`src/rtl/pc_seq_pkg.sv`:
```
// Shared types and constants for the PC sequencer.
// PC_SEQ_TRAP_EN (optional) adds the trap redirect.
package pc_seq_pkg;

  localparam int unsigned     PC_W       = 32;
  localparam logic [PC_W-1:0] PC_INC     = 32'd4;
  localparam logic [PC_W-1:0] ALIGN_MASK = 32'hFFFF_FFFC;

  typedef enum logic [1:0] {
    ST_BOOT  = 2'd0,
    ST_FETCH = 2'd1,
    ST_STALL = 2'd2,
    ST_HALT  = 2'd3
  } state_t;

  // Redirect priority levels; a larger value wins.
  localparam logic [1:0] PRI_NONE   = 2'd0;
  localparam logic [1:0] PRI_BRANCH = 2'd1;
  localparam logic [1:0] PRI_JUMP   = 2'd2;
  localparam logic [1:0] PRI_TRAP   = 2'd3;

  function automatic logic [PC_W-1:0] align_pc(input logic [PC_W-1:0] addr);
    return addr & ALIGN_MASK;
  endfunction

endpackage

```
`src/rtl/pc_next_mux.sv`:
```
// Next-PC candidates: sequential pc+4 and the highest-priority aligned redirect.
// PC_SEQ_TRAP_EN adds the trap input and TRAP_VECTOR.
module pc_next_mux
  import pc_seq_pkg::*;
`ifdef PC_SEQ_TRAP_EN
#(
  parameter logic [PC_W-1:0] TRAP_VECTOR = 32'h0000_0100
)
`endif
(
  input  logic [PC_W-1:0] i_pc,
`ifdef PC_SEQ_TRAP_EN
  input  logic            i_trap,
`endif
  input  logic            i_jump,
  input  logic [PC_W-1:0] i_jump_target,
  input  logic            i_branch,
  input  logic [PC_W-1:0] i_branch_target,
  output logic [PC_W-1:0] o_seq_pc,
  output logic [1:0]      o_redir_pri,
  output logic [PC_W-1:0] o_redir_tgt
);

  assign o_seq_pc = i_pc + PC_INC;

  // Priority select of the redirect source present this cycle.
  always_comb begin
    o_redir_pri = PRI_NONE;
    o_redir_tgt = {PC_W{1'b0}};
`ifdef PC_SEQ_TRAP_EN
    if (i_trap) begin
      o_redir_pri = PRI_TRAP;
      o_redir_tgt = align_pc(TRAP_VECTOR);
    end else
`endif
    if (i_jump) begin
      o_redir_pri = PRI_JUMP;
      o_redir_tgt = align_pc(i_jump_target);
    end else if (i_branch) begin
      o_redir_pri = PRI_BRANCH;
      o_redir_tgt = align_pc(i_branch_target);
    end else begin
      o_redir_pri = PRI_NONE;
      o_redir_tgt = {PC_W{1'b0}};
    end
  end

endmodule

```
`src/rtl/pc_seq_ctrl.sv`:
```
// Instruction-fetch PC sequencer: BOOT/FETCH/STALL/HALT FSM with redirect latch.
// PC_SEQ_TRAP_EN adds the trap port, TRAP_VECTOR and trap exit from HALT.
module pc_seq_ctrl
  import pc_seq_pkg::*;
#(
  parameter logic [PC_W-1:0] RESET_VECTOR = 32'h0000_0000
`ifdef PC_SEQ_TRAP_EN
  ,
  parameter logic [PC_W-1:0] TRAP_VECTOR  = 32'h0000_0100
`endif
) (
  input  logic            clk,
  input  logic            rst,
  output logic            imem_req,
  output logic [PC_W-1:0] imem_addr,
  input  logic            imem_ack,
  input  logic            stall,
  input  logic            halt,
  input  logic            branch_taken,
  input  logic [PC_W-1:0] branch_target,
  input  logic            jump,
  input  logic [PC_W-1:0] jump_target,
`ifdef PC_SEQ_TRAP_EN
  input  logic            trap,
`endif
  output logic [PC_W-1:0] pc,
  output logic            instr_valid,
  output logic [PC_W-1:0] instr_pc,
  output logic            halted
);

  state_t          r_state;
  logic [PC_W-1:0] r_pc;
  logic [PC_W-1:0] r_instr_pc;
  logic            r_instr_valid;
  logic            r_imem_req;
  logic            r_halted;
  logic [1:0]      r_lat_pri;
  logic [PC_W-1:0] r_lat_tgt;

  logic [PC_W-1:0] w_seq_pc;
  logic [1:0]      w_cur_pri;
  logic [PC_W-1:0] w_cur_tgt;
  logic            w_use_cur;
  logic [1:0]      w_best_pri;
  logic [PC_W-1:0] w_best_tgt;

`ifdef PC_SEQ_TRAP_EN
  pc_next_mux #(.TRAP_VECTOR(TRAP_VECTOR)) u_next_mux (
    .i_pc            (r_pc),
    .i_trap          (trap),
`else
  pc_next_mux u_next_mux (
    .i_pc            (r_pc),
`endif
    .i_jump          (jump),
    .i_jump_target   (jump_target),
    .i_branch        (branch_taken),
    .i_branch_target (branch_target),
    .o_seq_pc        (w_seq_pc),
    .o_redir_pri     (w_cur_pri),
    .o_redir_tgt     (w_cur_tgt)
  );

  // A same-cycle redirect only displaces the latched one if strictly higher priority.
  assign w_use_cur  = (w_cur_pri > r_lat_pri);
  assign w_best_pri = w_use_cur ? w_cur_pri : r_lat_pri;
  assign w_best_tgt = w_use_cur ? w_cur_tgt : r_lat_tgt;

  // Sequencer FSM with all outputs registered.
  always_ff @(posedge clk) begin
    if (rst) begin
      r_state       <= ST_BOOT;
      r_pc          <= RESET_VECTOR;
      r_instr_pc    <= RESET_VECTOR;
      r_instr_valid <= 1'b0;
      r_imem_req    <= 1'b0;
      r_halted      <= 1'b0;
      r_lat_pri     <= PRI_NONE;
      r_lat_tgt     <= {PC_W{1'b0}};
    end else begin
      r_instr_valid <= 1'b0;
      case (r_state)
        ST_BOOT: begin
          r_state    <= ST_FETCH;
          r_imem_req <= 1'b1;
        end
        ST_FETCH: begin
          if (imem_ack) begin
            r_lat_pri <= PRI_NONE;
            r_lat_tgt <= {PC_W{1'b0}};
            if (w_best_pri != PRI_NONE) begin
              r_pc <= w_best_tgt;
            end else begin
              r_pc          <= w_seq_pc;
              r_instr_pc    <= r_pc;
              r_instr_valid <= 1'b1;
            end
            if (halt) begin
              r_state    <= ST_HALT;
              r_imem_req <= 1'b0;
              r_halted   <= 1'b1;
            end else if (stall) begin
              r_state    <= ST_STALL;
              r_imem_req <= 1'b0;
            end else begin
              r_state    <= ST_FETCH;
              r_imem_req <= 1'b1;
            end
          end else if (w_use_cur) begin
            r_lat_pri <= w_cur_pri;
            r_lat_tgt <= w_cur_tgt;
          end
        end
        ST_STALL: begin
          if (w_cur_pri != PRI_NONE) begin
            r_pc <= w_cur_tgt;
          end
          if (halt) begin
            r_state    <= ST_HALT;
            r_halted   <= 1'b1;
            r_imem_req <= 1'b0;
          end else if (!stall) begin
            r_state    <= ST_FETCH;
            r_imem_req <= 1'b1;
          end
        end
        ST_HALT: begin
`ifdef PC_SEQ_TRAP_EN
          if (w_cur_pri == PRI_TRAP) begin
            r_pc       <= w_cur_tgt;
            r_state    <= ST_FETCH;
            r_imem_req <= 1'b1;
            r_halted   <= 1'b0;
          end else begin
            r_state <= ST_HALT;
          end
`else
          r_state <= ST_HALT;
`endif
        end
        default: begin
          r_state    <= ST_BOOT;
          r_imem_req <= 1'b0;
          r_halted   <= 1'b0;
        end
      endcase
    end
  end

  assign imem_req    = r_imem_req;
  assign imem_addr   = r_pc;
  assign pc          = r_pc;
  assign instr_valid = r_instr_valid;
  assign instr_pc    = r_instr_pc;
  assign halted      = r_halted;

endmodule

```
`config.mk`:
```
export PLATFORM = sky130hd
export DESIGN_NAME = pc_seq_ctrl
export DESIGN_NICKNAME = d
export VERILOG_FILES = /design/src/rtl/pc_seq_pkg.sv /design/src/rtl/pc_next_mux.sv /design/src/rtl/pc_seq_ctrl.sv
export SDC_FILE = /design/constraint.sdc
export NUM_CORES = 1
export LEC_CHECK = 0
export ABC_AREA = 1
export CELL_PAD_IN_SITES_DETAIL_PLACEMENT = 1
export CELL_PAD_IN_SITES_GLOBAL_PLACEMENT = 2
export CORE_AREA = 2 2 161 163
export CTS_CLUSTER_DIAMETER = 60
export DETAILED_ROUTE_END_ITERATION = 8
export DIE_AREA = 0 0 163 165
export GPL_ROUTABILITY_DRIVEN = 0
export PLACE_DENSITY = 0.76
export RECOVER_POWER = 100
export SLEW_MARGIN = 20
export SYNTH_ARGS = -nofsm -noshare
export SYNTH_HDL_FRONTEND = slang
export SYNTH_SLANG_ARGS = --single-unit
```
`constraint.sdc`:
```
create_clock -name clk -period 4.5 [get_ports clk]
set_input_delay 0.45 -clock clk [delete_from_list [all_inputs] [get_ports clk]]
set_output_delay 0.45 -clock clk [all_outputs]
set_load 0.01 [all_outputs]
```
==> run metrics, run 1 <==
run status finished, final reports clean; Synth cell types 35; Peak VDD IR 0.0001617 V; top-area cell type share of the netlist area 33.16%; largest family of logic cells by synthesized area simple AND/OR/NAND/NOR gates; WP data arrival 3.98 ns; met2 Usage GRT 25.92%; final worst path period share 81.87%; largest net degree at the start of global routing 65; Buffers on Ports 165; fmax 271.4 MHz; post-layout util 32.74%; full die area 0.02690 sq mm; DRT antenna net count 0; postcts setup bufs 0; chip width 163 microns; Num CTS Buffers 9; via count 6519; most frequent cells in the layout nand2_1, a21oi_1, dfxtp_1; Tmin final 3.684 ns; Initial Util 24.84%; Seq/Total Area, Yosys 33.16%; Die Y 165 microns; type of the worst min-delay path reg -> reg; Reg2Reg Setup Slack 1.52 ns; XOR/XNOR Fraction of Synth Area 0.8451%; CP cell instances dlygate4sd3_1, inv_1, ha_1, o21ai_4, nand2_1, nand2_1, nand3_4, nor3_4, buf_12, o21ai_0, a21oi_1; Inst Count DP 1440; routed len/inst 15.87 microns; Clock Skews 0.009426 ns; Post-Synth Adder-Cell Area 1.610%; met1 usage 25.98%; leakage power figure 3.687 nW; Placed Area 0.007909 sq mm; worst-skew pair later-pin latency 0.37 ns; Syn Area/Cell 6.097 sq um; grt met3 use 1.883%; clk slew on worst S/H paths 0.08 ns; Yosys top cell by area dfxtp_1; # rows 58; Vias/cell 4.477; fin nets 1200; Final Cell Area 0.008198 sq mm; initial DRC count 369; complex-gate fraction of the synthesized area 16.80%; initial antenna violation count 0; post-synthesis cell area 0.006218 sq mm; synthesized flop and latch total 103; number of H-tree levels 3; Crit path max-delay family buffers and inverters; Critical Path RT 4.80 ns; Synth Net Count 1099; drt drc 0; Synth warnings 0; setup TNS 0 ns; TritonRoute pass-1 iters 4; Total GRT Usage 17.34%; remaining global-route overflow 0; Core Area 0.02504 sq mm; Setup Viol. Count Final 0; number of clock sinks 103; FF-to-FF path depth 10; IO Pins 170; post-synthesis simple-gate area fraction 34.93%; final wirelength 23.11 mm; first-pass GRT wire length 36.17 mm; vias in the first global route 6318; Synth area leaders dfxtp_1, nand2_1, a21oi_1; Area growth, synth to finish 31.83%; Startpoint Class input pin; clk buf depth 2; crit path buf inv count 3; Final Hold Fails 0; Hold Path Depth 2; mux contribution to synthesized area 0%; DP HPWL 16.70 mm; final non-filler cell total 1456; CP max FO 40; Rel. slew slack 14.47%; clk root buf clkbuf_16; crit-path max cell delay 0.68 ns; CP most frequent cell nand2_1; GRT busiest layer met1; Final Max Tran Viols 0; Syn Inst Count 1020; RSZ-0062 raised after global routing false; Worst Tran Pin Value 1.282 ns; number of cells on the critical path 11; post-CTS sizing 0; TritonCTS clock tree built; max-cap violations 0; share of post-route cells with drive strength above 1 3.908%; power per cell area 326.3 mW/mm^2; Post-CTS Hold Buffers 0; CP Capture Type flip-flop; Crit Path Category in -> reg; Layout fillers 3203; Ant. Diodes 0; commonest non-fill, non-tap cell in the layout nand2_1; Slowest cell on crit path nor3_4
-- worst min-delay path, stage by stage, from the launching register on --
cell,delay [ns]
dfxtp_1,0.31
nand2_1,0.06
nor2_1,0.04
-- final timing paths --
kind / start / end
min reg2reg: r_lat_tgt[1] / r_lat_tgt[1]
max reg2reg: r_lat_pri[1] / instr_pc[26]
min: r_lat_tgt[1] / r_lat_tgt[1]
max: jump / instr_pc[26]
-- cells in the mapped netlist --
| master | instances |
|---|---|
| a211oi_1 | 1 |
| a21boi_0 | 4 |
| a21oi_1 | 105 |
| a221oi_1 | 1 |
| a22oi_1 | 4 |
| a31oi_1 | 1 |
| and2_1 | 2 |
| and3_1 | 1 |
| buf_1 | 6 |
| buf_2 | 14 |
| buf_4 | 34 |
| clkbuf_1 | 33 |
| clkinv_1 | 1 |
| dfxtp_1 | 103 |
| ha_1 | 8 |
| inv_1 | 77 |
| inv_2 | 6 |
| nand2_1 | 366 |
| nand2_2 | 3 |
| nand3_1 | 79 |
| nand3_4 | 1 |
| nand4_1 | 1 |
| nor2_1 | 66 |
| nor2_4 | 1 |
| nor3_1 | 5 |
| nor3_2 | 1 |
| nor3_4 | 1 |
| o21a_1 | 1 |
| o21ai_0 | 57 |
| o21ai_1 | 24 |
| o21ai_4 | 1 |
| o21bai_1 | 1 |
| or2_2 | 5 |
| xnor2_1 | 5 |
| xor2_1 | 1 |
-- kinds of logic (layout without fill, tap and decap cells) --
kind of cell / count (synthesis) / count (layout)
AOI/OAI and AO/OA: 200 / 200
xor gates and xnor gates: 6 / 6
adders and majority gates: 8 / 8
buffers and inverters: 171 / 277
DFF: 103 / 103
and+or+nand+nor: 532 / 532
-- state kept, by name, summed over array words and instances (netlist names) --
name,flops
r_lat_tgt,32
imem_addr,32
imem_req,1
instr_valid,1
r_lat_pri,2
halted,1
r_state,2
instr_pc,32
-- layer usage --
| metal | vias up | part of all wire [%] | routed length, microns |
|---|---|---|---|
| met5 | - | 0 | 0 |
| met4 | 0 | 1.7 | 382 |
| met3 | 19 | 3.1 | 726 |
| met2 | 118 | 42 | 9778 |
| met1 | 2938 | 53 | 12220 |
| li1 | 3444 | - | - |
-- power breakdown --
group	total (mW)	internal (mW)	switching, mW	leakage [nW]
Combinational	0.786	0.305	0.482	2.71
Clock	0.836	0.434	0.402	0.142
Sequential	1.05	0.977	0.0759	0.836
Total	2.68	1.72	0.960	3.69
-- per-stage QoR --
stage	hold slack, ns	setup slack, ns	power (mW)
after detailed placement	0.4323	0.5613	1.906
final	0.4435	0.8159	2.675
after global routing	0.4791	0.4309	2.837
after global placement	0.4287	0.5915	1.902
after floorplan	0.4204	2.011	1.546
after CTS	0.4437	0.9370	2.746
-- final cells by class --
cell class                      count  area (sq um)  area share, %
Clock buffer                        9         225.2          2.747
Clock inverter                      7         72.57         0.8852
Inverter                           84         315.3          3.846
Multi-Input combinational cell    746          3364          41.04
Sequential cell                   103          2062          25.15
Tap cell                          330         412.9          5.037
Timing Repair Buffer              177          1745          21.29
No activity file was read; power rests on OpenSTA's default activity.
==> run 2, diff against run 1 <==
- CORE_AREA: 2 2 161 163 -> 2 2 172 174
- DIE_AREA: 0 0 163 165 -> 0 0 174 176
- PLACE_DENSITY: 0.76 -> 0.7
- clock period: 4.5 -> 3.3 ns (I/O delays scaled with it)
==> run metrics, run 2 (synthesized netlist as in run 1, its figures left out) <==
post-CTS sizing 0 (unchanged); clk root buf clkbuf_16; post-route worst setup slack 0.5003 ns (-0.3156 ns); power per cell area 443.8 mW/mm^2 (+36%); Worst Tran Pin Value 1.555 ns (+0.2733 ns); Post-CTS Hold Buffers 0 (unchanged); Final Cell Area 0.008357 sq mm (+1.9%); commonest non-fill, non-tap cell in the layout nand2_1; routed len/inst 15.54 microns (-2.1%); Final Total Pwr 3.709 mW (+39%); drt drc 0 (unchanged); final non-filler cell total 1519 (+4.3%); failing checks capacitance limit, slew limit; Placed Area 0.008069 sq mm (+2.0%); most frequent cells in the layout nand2_1, a21oi_1, dfxtp_1; Peak VDD IR 0.0002251 V (+39%); Die Y 176 microns (+6.7%); TritonCTS clock tree built; fmax 357.2 MHz; clk buf depth 2 (unchanged); max-cap violations 1 (+1); Rel. slew slack -3.656% (-18 points); Inst Count DP 1503 (+4.4%); Buffers on Ports 165 (unchanged); Tmin final 2.800 ns; chip width 174 microns (+6.7%); remaining global-route overflow 0 (unchanged); Clock Skews 0.01270 ns (+0.003270 ns); initial antenna violation count 0 (unchanged); run status finished, violations left; full die area 0.03062 sq mm (+14%); post-layout util 29.27% (-3.5 points); share of post-route cells with drive strength above 1 4.493% (+0.59 points); IO Pins 170 (unchanged); Startpoint Class input pin; Core Area 0.02855 sq mm (+14%); leakage power figure 3.732 nW (+1.2%); Final Max Tran Viols 33 (+33); Vias/cell 4.339 (-3.1%); via count 6591 (+1.1%); WP data arrival 3.09 ns (-0.89 ns); Area growth, synth to finish 34.39%; vias in the first global route 6569 (+4.0%); setup TNS 0 ns (unchanged); Num CTS Buffers 9 (unchanged); DP HPWL 17.60 mm (+5.4%); largest net degree at the start of global routing 65 (unchanged); Setup Viol. Count Final 0 (unchanged); initial DRC count 274 (-26%); postcts setup bufs 0 (unchanged); final wirelength 23.61 mm (+2.2%); TritonRoute pass-1 iters 4 (unchanged); worst-skew pair later-pin latency 0.37 ns (about the same); type of the worst min-delay path reg -> reg; Critical Path RT 3.59 ns (-1.21 ns); number of H-tree levels 3 (unchanged); RSZ-0062 raised after global routing false; Crit Path Category in -> reg; Final Hold Fails 0 (unchanged); Layout fillers 3673 (+15%); final worst path period share 84.84%; clk slew on worst S/H paths 0.08 ns (about the same); first-pass GRT wire length 37.42 mm (+3.5%); Ant. Diodes 0 (unchanged); WHS 0.4520 ns (+0.008489 ns); Total GRT Usage 15.44% (-1.9 points); number of clock sinks 103 (unchanged); Initial Util 21.78% (-3.1 points); DRT antenna net count 0 (unchanged); dpl ws 0.2290 ns (-0.3324 ns); CP max FO 15 (-63%); CP Capture Type flip-flop; # rows 62 (+6.9%); fin nets 1209 (+0.75%)
-- run 2: cell count changes in the layout (fill, tap and decap cells not counted), sizes merged --
cell      change
clkinvlp      -1
buf           +6
inv           +1
clkbuf        +3
-- run 2: cell type report --
cell class                 count  area, sq um  area share [%]
sequential                   103         2062           24.67
clock buffer                   9        225.2           2.695
inverter                      84        315.3           3.773
tap                          384        480.5           5.749
timing repair buffer         186         1827           21.86
multi-input combinational    746         3367           40.29
clock inverter                 7        80.08          0.9582
-- run 2: final timing paths --
check / start / endpoint / slack [ns] / depth (start not counted)
max: jump / imem_addr[26] / 0.50 / 13
min reg2reg: r_lat_tgt[1] / r_lat_tgt[1] / 0.45 / 2
min: r_lat_tgt[1] / r_lat_tgt[1] / 0.45 / 2
max reg2reg: r_state[1] / halted / 0.71 / 8
-- run 2: report_power, final --
group / switching (mW) / total, mW / internal [mW]
registers: 0.105 / 1.44 / 1.33
logic: 0.663 / 1.11 / 0.443
clock network: 0.565 / 1.17 / 0.600
-- run 2: critical path, cell delays in order --
cell           delay, ns
dlygate4sd3_1       0.68
inv_1               0.10
ha_1                0.35
inv_1               0.08
nand2_2             0.06
nand2_2             0.19
nand2_1             0.15
nand3_4             0.18
clkbuf_1            0.48
a21oi_1             0.19
nand2_1             0.13
nand2_1             0.05
a21oi_1             0.11
-- run 2: layer usage --
| metal | GRT usage [%] | vias to the layer above | share of wire, % |
|---|---|---|---|
| li1 | - | 3449 | - |
| met1 | 22.89 | 3027 | 53 |
| met2 | 23.75 | 101 | 43 |
| met3 | 1.615 | 14 | 3.1 |
| met4 | 3.992 | 0 | 1.1 |
| met5 | 0 | - | 0 |
